==> src/rtl/window_scan_controller_pkg.sv <==
// Shared types and sizing helpers for the 15x15 window scan controller.
// Default geometry matches the 17x17 image / 15x15 kernel configuration.
package window_scan_controller_pkg;

  typedef enum logic [1:0] {
    IDLE = 2'd0,
    FILL = 2'd1,
    EMIT = 2'd2,
    LAST = 2'd3
  } scan_state_t;

  localparam int unsigned DEF_COLS = 17;
  localparam int unsigned DEF_ROWS = 17;
  localparam int unsigned DEF_K    = 15;

  // Counter width for an index range 0..n-1, never narrower than one bit.
  function automatic int unsigned cnt_w(input int unsigned n);
    return (n > 1) ? $clog2(n) : 1;
  endfunction

  function automatic int unsigned num_windows(input int unsigned cols,
                                              input int unsigned rows,
                                              input int unsigned k);
    return (rows - k + 1) * (cols - k + 1);
  endfunction

  localparam int unsigned COL_W       = cnt_w(DEF_COLS);
  localparam int unsigned ROW_W       = cnt_w(DEF_ROWS);
  localparam int unsigned NUM_WINDOWS = num_windows(DEF_COLS, DEF_ROWS, DEF_K);

endpackage

==> src/rtl/window_scan_controller_scan_counter.sv <==
// Enabled wrap-around counter 0..MAX with synchronous clear and terminal-count flag.
// Used for both the column and the output-row position of the scan.
module window_scan_controller_scan_counter
  import window_scan_controller_pkg::*;
#(
  parameter int unsigned WIDTH = COL_W,
  parameter int unsigned MAX   = DEF_COLS - 1
) (
  input  logic             clk,
  input  logic             rst,
  input  logic             en,
  input  logic             clr,
  output logic [WIDTH-1:0] count,
  output logic             term_c
);

  assign term_c = (count == WIDTH'(MAX));

  always_ff @(posedge clk or negedge rst) begin
    if (!rst) begin
      count <= '0;
    end else if (clr) begin
      count <= '0;
    end else if (en) begin
      count <= term_c ? '0 : count + WIDTH'(1);
    end
  end

endmodule

==> src/rtl/window_scan_controller.sv <==
// Sequences columns into the sliding-window buffer and flags fully populated windows.
// Window flag and coordinates are registered to line up with the buffer's registered outputs.
module window_scan_controller
  import window_scan_controller_pkg::*;
#(
  parameter int unsigned COLS = DEF_COLS,
  parameter int unsigned ROWS = DEF_ROWS,
  parameter int unsigned K    = DEF_K
) (
  input  logic                     clk,
  input  logic                     rst,
  input  logic                     done_i,
  output logic                     shift_en_o,
  output logic                     done_o,
  output logic [cnt_w(ROWS)-1:0]   row_o,
  output logic [cnt_w(COLS)-1:0]   col_o,
  output logic                     progress_done_o,
  output logic                     busy_o
);

  localparam int unsigned CW = cnt_w(COLS);
  localparam int unsigned RW = cnt_w(ROWS);

  scan_state_t   state;
  scan_state_t   state_nx;
  logic [CW-1:0] col_cnt;
  logic [RW-1:0] row_cnt;
  logic          col_term_c;
  logic          row_term_c;
  logic          accept_c;
  logic          window_c;
  logic          row_en_c;
  logic          clr_c;

  window_scan_controller_scan_counter #(
    .WIDTH (CW),
    .MAX   (COLS - 1)
  ) u_col_counter (
    .clk    (clk),
    .rst    (rst),
    .en     (accept_c),
    .clr    (clr_c),
    .count  (col_cnt),
    .term_c (col_term_c)
  );

  window_scan_controller_scan_counter #(
    .WIDTH (RW),
    .MAX   (ROWS - K)
  ) u_row_counter (
    .clk    (clk),
    .rst    (rst),
    .en     (row_en_c),
    .clr    (clr_c),
    .count  (row_cnt),
    .term_c (row_term_c)
  );

  // Accept decode and next-state; the column index being accepted decides the window flag.
  always_comb begin
    accept_c = 1'b0;
    window_c = 1'b0;
    row_en_c = 1'b0;
    clr_c    = 1'b0;
    state_nx = state;

    accept_c = done_i && (state != LAST);
    window_c = accept_c && ((32'(col_cnt) + 32'd1) >= K);
    row_en_c = accept_c && col_term_c;
    clr_c    = (state == LAST);

    case (state)
      IDLE, FILL, EMIT: begin
        if (accept_c) begin
          if (col_term_c && row_term_c) begin
            state_nx = LAST;
          end else if (col_term_c) begin
            state_nx = (K == 32'd1) ? EMIT : FILL;
          end else if ((32'(col_cnt) + 32'd2) >= K) begin
            state_nx = EMIT;
          end else begin
            state_nx = FILL;
          end
        end
      end
      LAST:    state_nx = IDLE;
      default: state_nx = IDLE;
    endcase
  end

  // Shift enable is combinational so the buffer shifts on the same edge the column is counted.
  assign shift_en_o = accept_c && rst;

  always_ff @(posedge clk or negedge rst) begin
    if (!rst) begin
      state           <= IDLE;
      done_o          <= 1'b0;
      row_o           <= '0;
      col_o           <= '0;
      progress_done_o <= 1'b0;
      busy_o          <= 1'b0;
    end else begin
      state           <= state_nx;
      done_o          <= window_c;
      progress_done_o <= (state == LAST);
      busy_o          <= (state_nx != IDLE);
      if (window_c) begin
        row_o <= row_cnt;
        col_o <= col_cnt;
      end
    end
  end

endmodule

==> config.mk <==
export PLATFORM = sky130hd
export DESIGN_NAME = window_scan_controller
export DESIGN_NICKNAME = d
export VERILOG_FILES = /design/src/rtl/window_scan_controller_pkg.sv /design/src/rtl/window_scan_controller_scan_counter.sv /design/src/rtl/window_scan_controller.sv
export SDC_FILE = /design/constraint.sdc
export NUM_CORES = 1
export LEC_CHECK = 0
export ABC_AREA = 1
export CAP_MARGIN = 30
export CORE_ASPECT_RATIO = 0.9
export CORE_MARGIN = 1.5
export CORE_UTILIZATION = 30
export DETAILED_ROUTE_END_ITERATION = 8
export PLACE_DENSITY = 0.52
export RECOVER_POWER = 100
export SLEW_MARGIN = 20
export SYNTH_ARGS = -nofsm -noshare
export SYNTH_HDL_FRONTEND = slang
export SYNTH_HIERARCHICAL = 1
export SYNTH_SLANG_ARGS = --single-unit
export TNS_END_PERCENT = 100
==> constraint.sdc <==
create_clock -name clk -period 3.5 [get_ports clk]
set_input_delay 0.7 -clock clk [delete_from_list [all_inputs] [get_ports clk]]
set_output_delay 0.7 -clock clk [all_outputs]
set_load 0.02 [all_outputs]
# == Word-level counts from Yosys, hierarchy flattened ==
# Index checks and enable logic that the tools add are counted.
# Widths: inputs -> output; s select.
# op_classes
addsub,4
eq_ne,6
muxes,11
n_lt_le_gt_ge,2
reduce_logical,10
# ops
cell,n
$mux 5,6
$ge 6x4->1 const B,2
$add 5x1->5 const B,2
$mux 2,4
$add 5x1->6 const B,1
$add 5x2->6 const B,1
$reduce_bool 2->1,3
$eq 5x2->1 const B,1
$eq 5x5->1 const B,1
$logic_and 1x1->1,5
$eq 2x2->1 const B,2
$pmux 2 s2,1
$reduce_or 3->1,1
$eq 2x1->1 const B,1
$logic_not 2->1,1
$ne 2x2->1 const B,1
# word_totals
elab_cells,41
in_bits,3
regBits,25

# == Depth between registers and ports, before layout ==
# depth
ltp_word,8
depth_mapped,13

# == Cells and area by module ==
# The synthesis kept the hierarchy.
# by_module_without_submodules
module,seq_area_each_um2,instances,cells_per_inst,area_per_inst_um2
window_scan_controller,375.4,1,88,704.4
window_scan_controller_scan_counter (u_row_counter),125.1,1,46,329.1
window_scan_controller_scan_counter (u_col_counter),125.1,1,45,314.1

# == Worst setup path before layout ==
# No wires, ideal clock.
# synth_path
kind,input-to-output
from,input port done_i
to,output port shift_en_o
required_time_ps,2800
path_slack_ps,1730
n_path_buf,0
stages,2
t_arrival_ps,1070
cell_sequence,nand2_1 -> nor2_1
# synth_between
elab_chain_cells,2
# synth_lines
item,line,text
start: declaration,window_scan_controller.sv:12,"input logic done_i,"
$logic_and 1x1->1,window_scan_controller.sv:67,accept_c = done_i && (state != LAST);
$logic_and 1x1->1,window_scan_controller.sv:92,assign shift_en_o = accept_c && rst;
end: declaration,window_scan_controller.sv:13,"output logic shift_en_o,"
# Every way passes these cells.

# == Worst setup path in the final report ==
# Same ends and word-level chain as after synthesis.

==> out/metrics.yaml <==
antenna_found_initial: 0
fin_setup_tns_ns: 0
wl_mm: 2.57
syn_to_final_growth_pct: 19.7
crit_arrival_ns: 2.15
synth.largest_area_cell: "dfrtp_1"
grt_pass1_wl_mm: 4.48
critical_path.top_delay_family: "buffers and inverters"
die_y_um: 66.6
via_count: 1089
drt_iter0_markers: 42
clkSinkCount: 25
worst-path-buf-inv: 2
clockBufferDepth: 2
cts_tree: "done"
cp-end-kind: "output port"
ioPinCount: 17
max_stage_delay_ns: 0.67
synth.net_count: 187
clk_pin_slew_ns: 0.09
synth_area_sq_um: 1350
rsz0062_at_grt: "false"
cts-root-buf: "clkbuf_8"
viasPerCell: 4.20
coreArea_sq_um: 4180
yosys.area.top_type_share_pct: 46.4
worst_hold_slack_ns: 0.478
diodes: 0
cap_violations: 0
io_buffers: 16
antenna_left: 0
syn_avg_cell_area_sq_um: 7.53
ys_warn_count: 6
cp_common_cell: "dlygate4sd3_1"
design.die.area_sq_um: 4900
start_util_pct: 32.2
hold_viol: 0
synthTopCellsByArea: "dfrtp_1 (46%), nand2_1 (21%), inv_1 (8.1%)"
run_status: "finished, final reports clean"
post_drt_wl_per_cell_um: 9.93
hp-class: "reg -> reg"
drive_gt1_share_pct: 7.04
vdd_ir_drop_max_uv: 339
cts_setup_buffers: 0
critPathRequiredTime_ns: 2.80
insertion_delay_ns: 0.27
grt_overflow: 0
synth-seq-cells: 25
final_nets: 208
netlist_instances: 179
period_minus_slack_ns: 2.85
drv_slew: 0
cts_resized: 0
drtPass1Iterations: 4
fin_skew_ns: 0.00393
hold_buffers: 0
yosysUniqueCellTypes: 18
synth_seq_area_share_pct: 46.4
die_w_um: 73.6
finalCritPeriodShare_pct: 81.4
start_kind: "input pin"
cp_max_fo: 4
dpl.hpwl_mm: 1.87
max_freq_mhz: 351
leakage_uw: 0.000900
path_cells: "dlygate4sd3_1 -> nand2_1 -> nor2_1 -> dlygate4sd3_1"
path_class: "in -> out"
first_global_vias: 950
cts-buffers-inserted: 3
rows: 22
grt_start_max_net_pins: 26
slowest_stage: "dlygate4sd3_1"
finalSetupViolations: 0
worstMarginPinSlew_ns: 1.40
relSlewSlack_pct: 6.58
grt_use_total_pct: 11.9
drc: 0
gp_congestion: 0.743
htree_num_levels: 1
powerDensity_nw_per_um2: 532
## worst paths after layout
check / slack (ns) / depth (start not counted) / start / endpoint
min in group asynchronous: 1.33 / 2 / rst / u_col_counter/count[2]$_DFFE_PN0P_
hold reg to reg: 0.48 / 2 / row_o[1]$_DFFE_PN0P_ / row_o[1]$_DFFE_PN0P_
hold / removal: 0.48 / 2 / row_o[1]$_DFFE_PN0P_ / row_o[1]$_DFFE_PN0P_
setup reg to reg: 1.60 / 7 / u_col_counter/count[2]$_DFFE_PN0P_ / row_o[4]$_DFFE_PN0P_
setup / recovery: 0.65 / 4 / done_i / shift_en_o
max in group asynchronous: 1.34 / 2 / rst / row_o[0]$_DFFE_PN0P_
## cells in the final DEF, fill, tap and decap left out
cell	Yosys	routed
o21ai_0	2	3
a21oi_2	2	2
nand4_1	5	5
o21bai_1	1	1
a21oi_1	7	7
inv_2	2	1
a21oi_4	1	1
dlygate4sd3_1	0	16
inv_1	29	30
ha_1	5	5
nor2_2	3	3
clkinvlp_4	0	1
clkbuf_8	0	3
nand3_1	8	8
o21ai_2	3	2
nand2_1	77	78
nand2_2	1	1
dfrtp_1	25	25
nor2_1	6	6
clkbuf_1	0	1
## Yosys cell counts
master / number
nand2_1: 77
a21oi_4: 1
buf_6: 1
a21oi_1: 7
a21oi_2: 2
nand2_4: 1
dfrtp_1: 25
o21ai_2: 3
o21bai_1: 1
inv_2: 2
nand3_1: 8
nand2_2: 1
nor2_2: 3
ha_1: 5
inv_1: 29
o21ai_0: 2
nand4_1: 5
nor2_1: 6
## worst reg2reg max path, cell delays in order (launching register included)
cell     delay [ns]
dfrtp_1        0.52
ha_1           0.29
a21oi_1        0.16
o21ai_2        0.06
nand2_1        0.34
inv_1          0.26
nand2_1        0.12
nand2_1        0.05
## report_power, final
part | total (uW) | internal, uW | switching [uW] | leakage (uW)
Sequential | 407 | 338 | 69.3 | 0.000337
Combinational | 273 | 100 | 173 | 0.000541
Clock | 178 | 80.7 | 97.1 | 0.0000217
## layer usage
metal / GRT usage (%) / up-vias / share of wire [%]
li1: - / 584 / -
met1: 17.4 / 484 / 57
met2: 17.2 / 19 / 39
met3: 3.03 / 2 / 3.4
met4: 3.47 / 0 / 1.0
met5: 0 / - / 0
## sequential cells by signal (all words and copies together) (netlist names)
register / cells
u_col_counter/count: 5
col_o: 5
busy_o: 1
row_o: 5
progress_done_o: 1
state: 2
u_row_counter/count: 5
done_o: 1
## area by class of cell
| cell class | count | area, sq um |
|---|---|---|
| clock buffers | 3 | 41.3 |
| clock inverters | 1 | 7.51 |
| fillers | 466 | 2570 |
| inverters | 31 | 116 |
| multi-input cells | 122 | 583 |
| flip-flops and latches | 25 | 626 |
| well taps | 60 | 75.1 |
| repair buffers | 17 | 164 |
## stage by stage
| step | cell area (sq um) | setup WS (ns) | utilization, % | power (uW) | std cells |
|---|---|---|---|---|---|
| 2_1_floorplan | 1350 | 1.73 | - | 601 | 179 |
| 3_3_place_gp | 1580 | 0.785 | 37.7 | 701 | 255 |
| 3_5_place_dp | 1580 | 0.772 | 37.7 | 705 | 255 |
| 4_1_cts | 1630 | 0.757 | 38.9 | 886 | 259 |
| 5_1_grt | 1610 | 0.585 | 38.5 | 943 | 259 |
| 6_report | 1610 | 0.651 | 38.5 | 858 | 259 |
## cell families (layout without fill, tap and decap cells)
| group | after synthesis | count (layout) | synth area share [%] |
|---|---|---|---|
| AOI/OAI and AO/OA | 16 | 16 | 8.36 |
| adders and majority gates | 5 | 5 | 4.64 |
| and+or+nand+nor | 101 | 101 | 31.1 |
| DFF | 25 | 25 | 46.4 |
| buffers and inverters | 32 | 52 | 9.47 |
No activity file was read; power rests on OpenSTA's default activity.
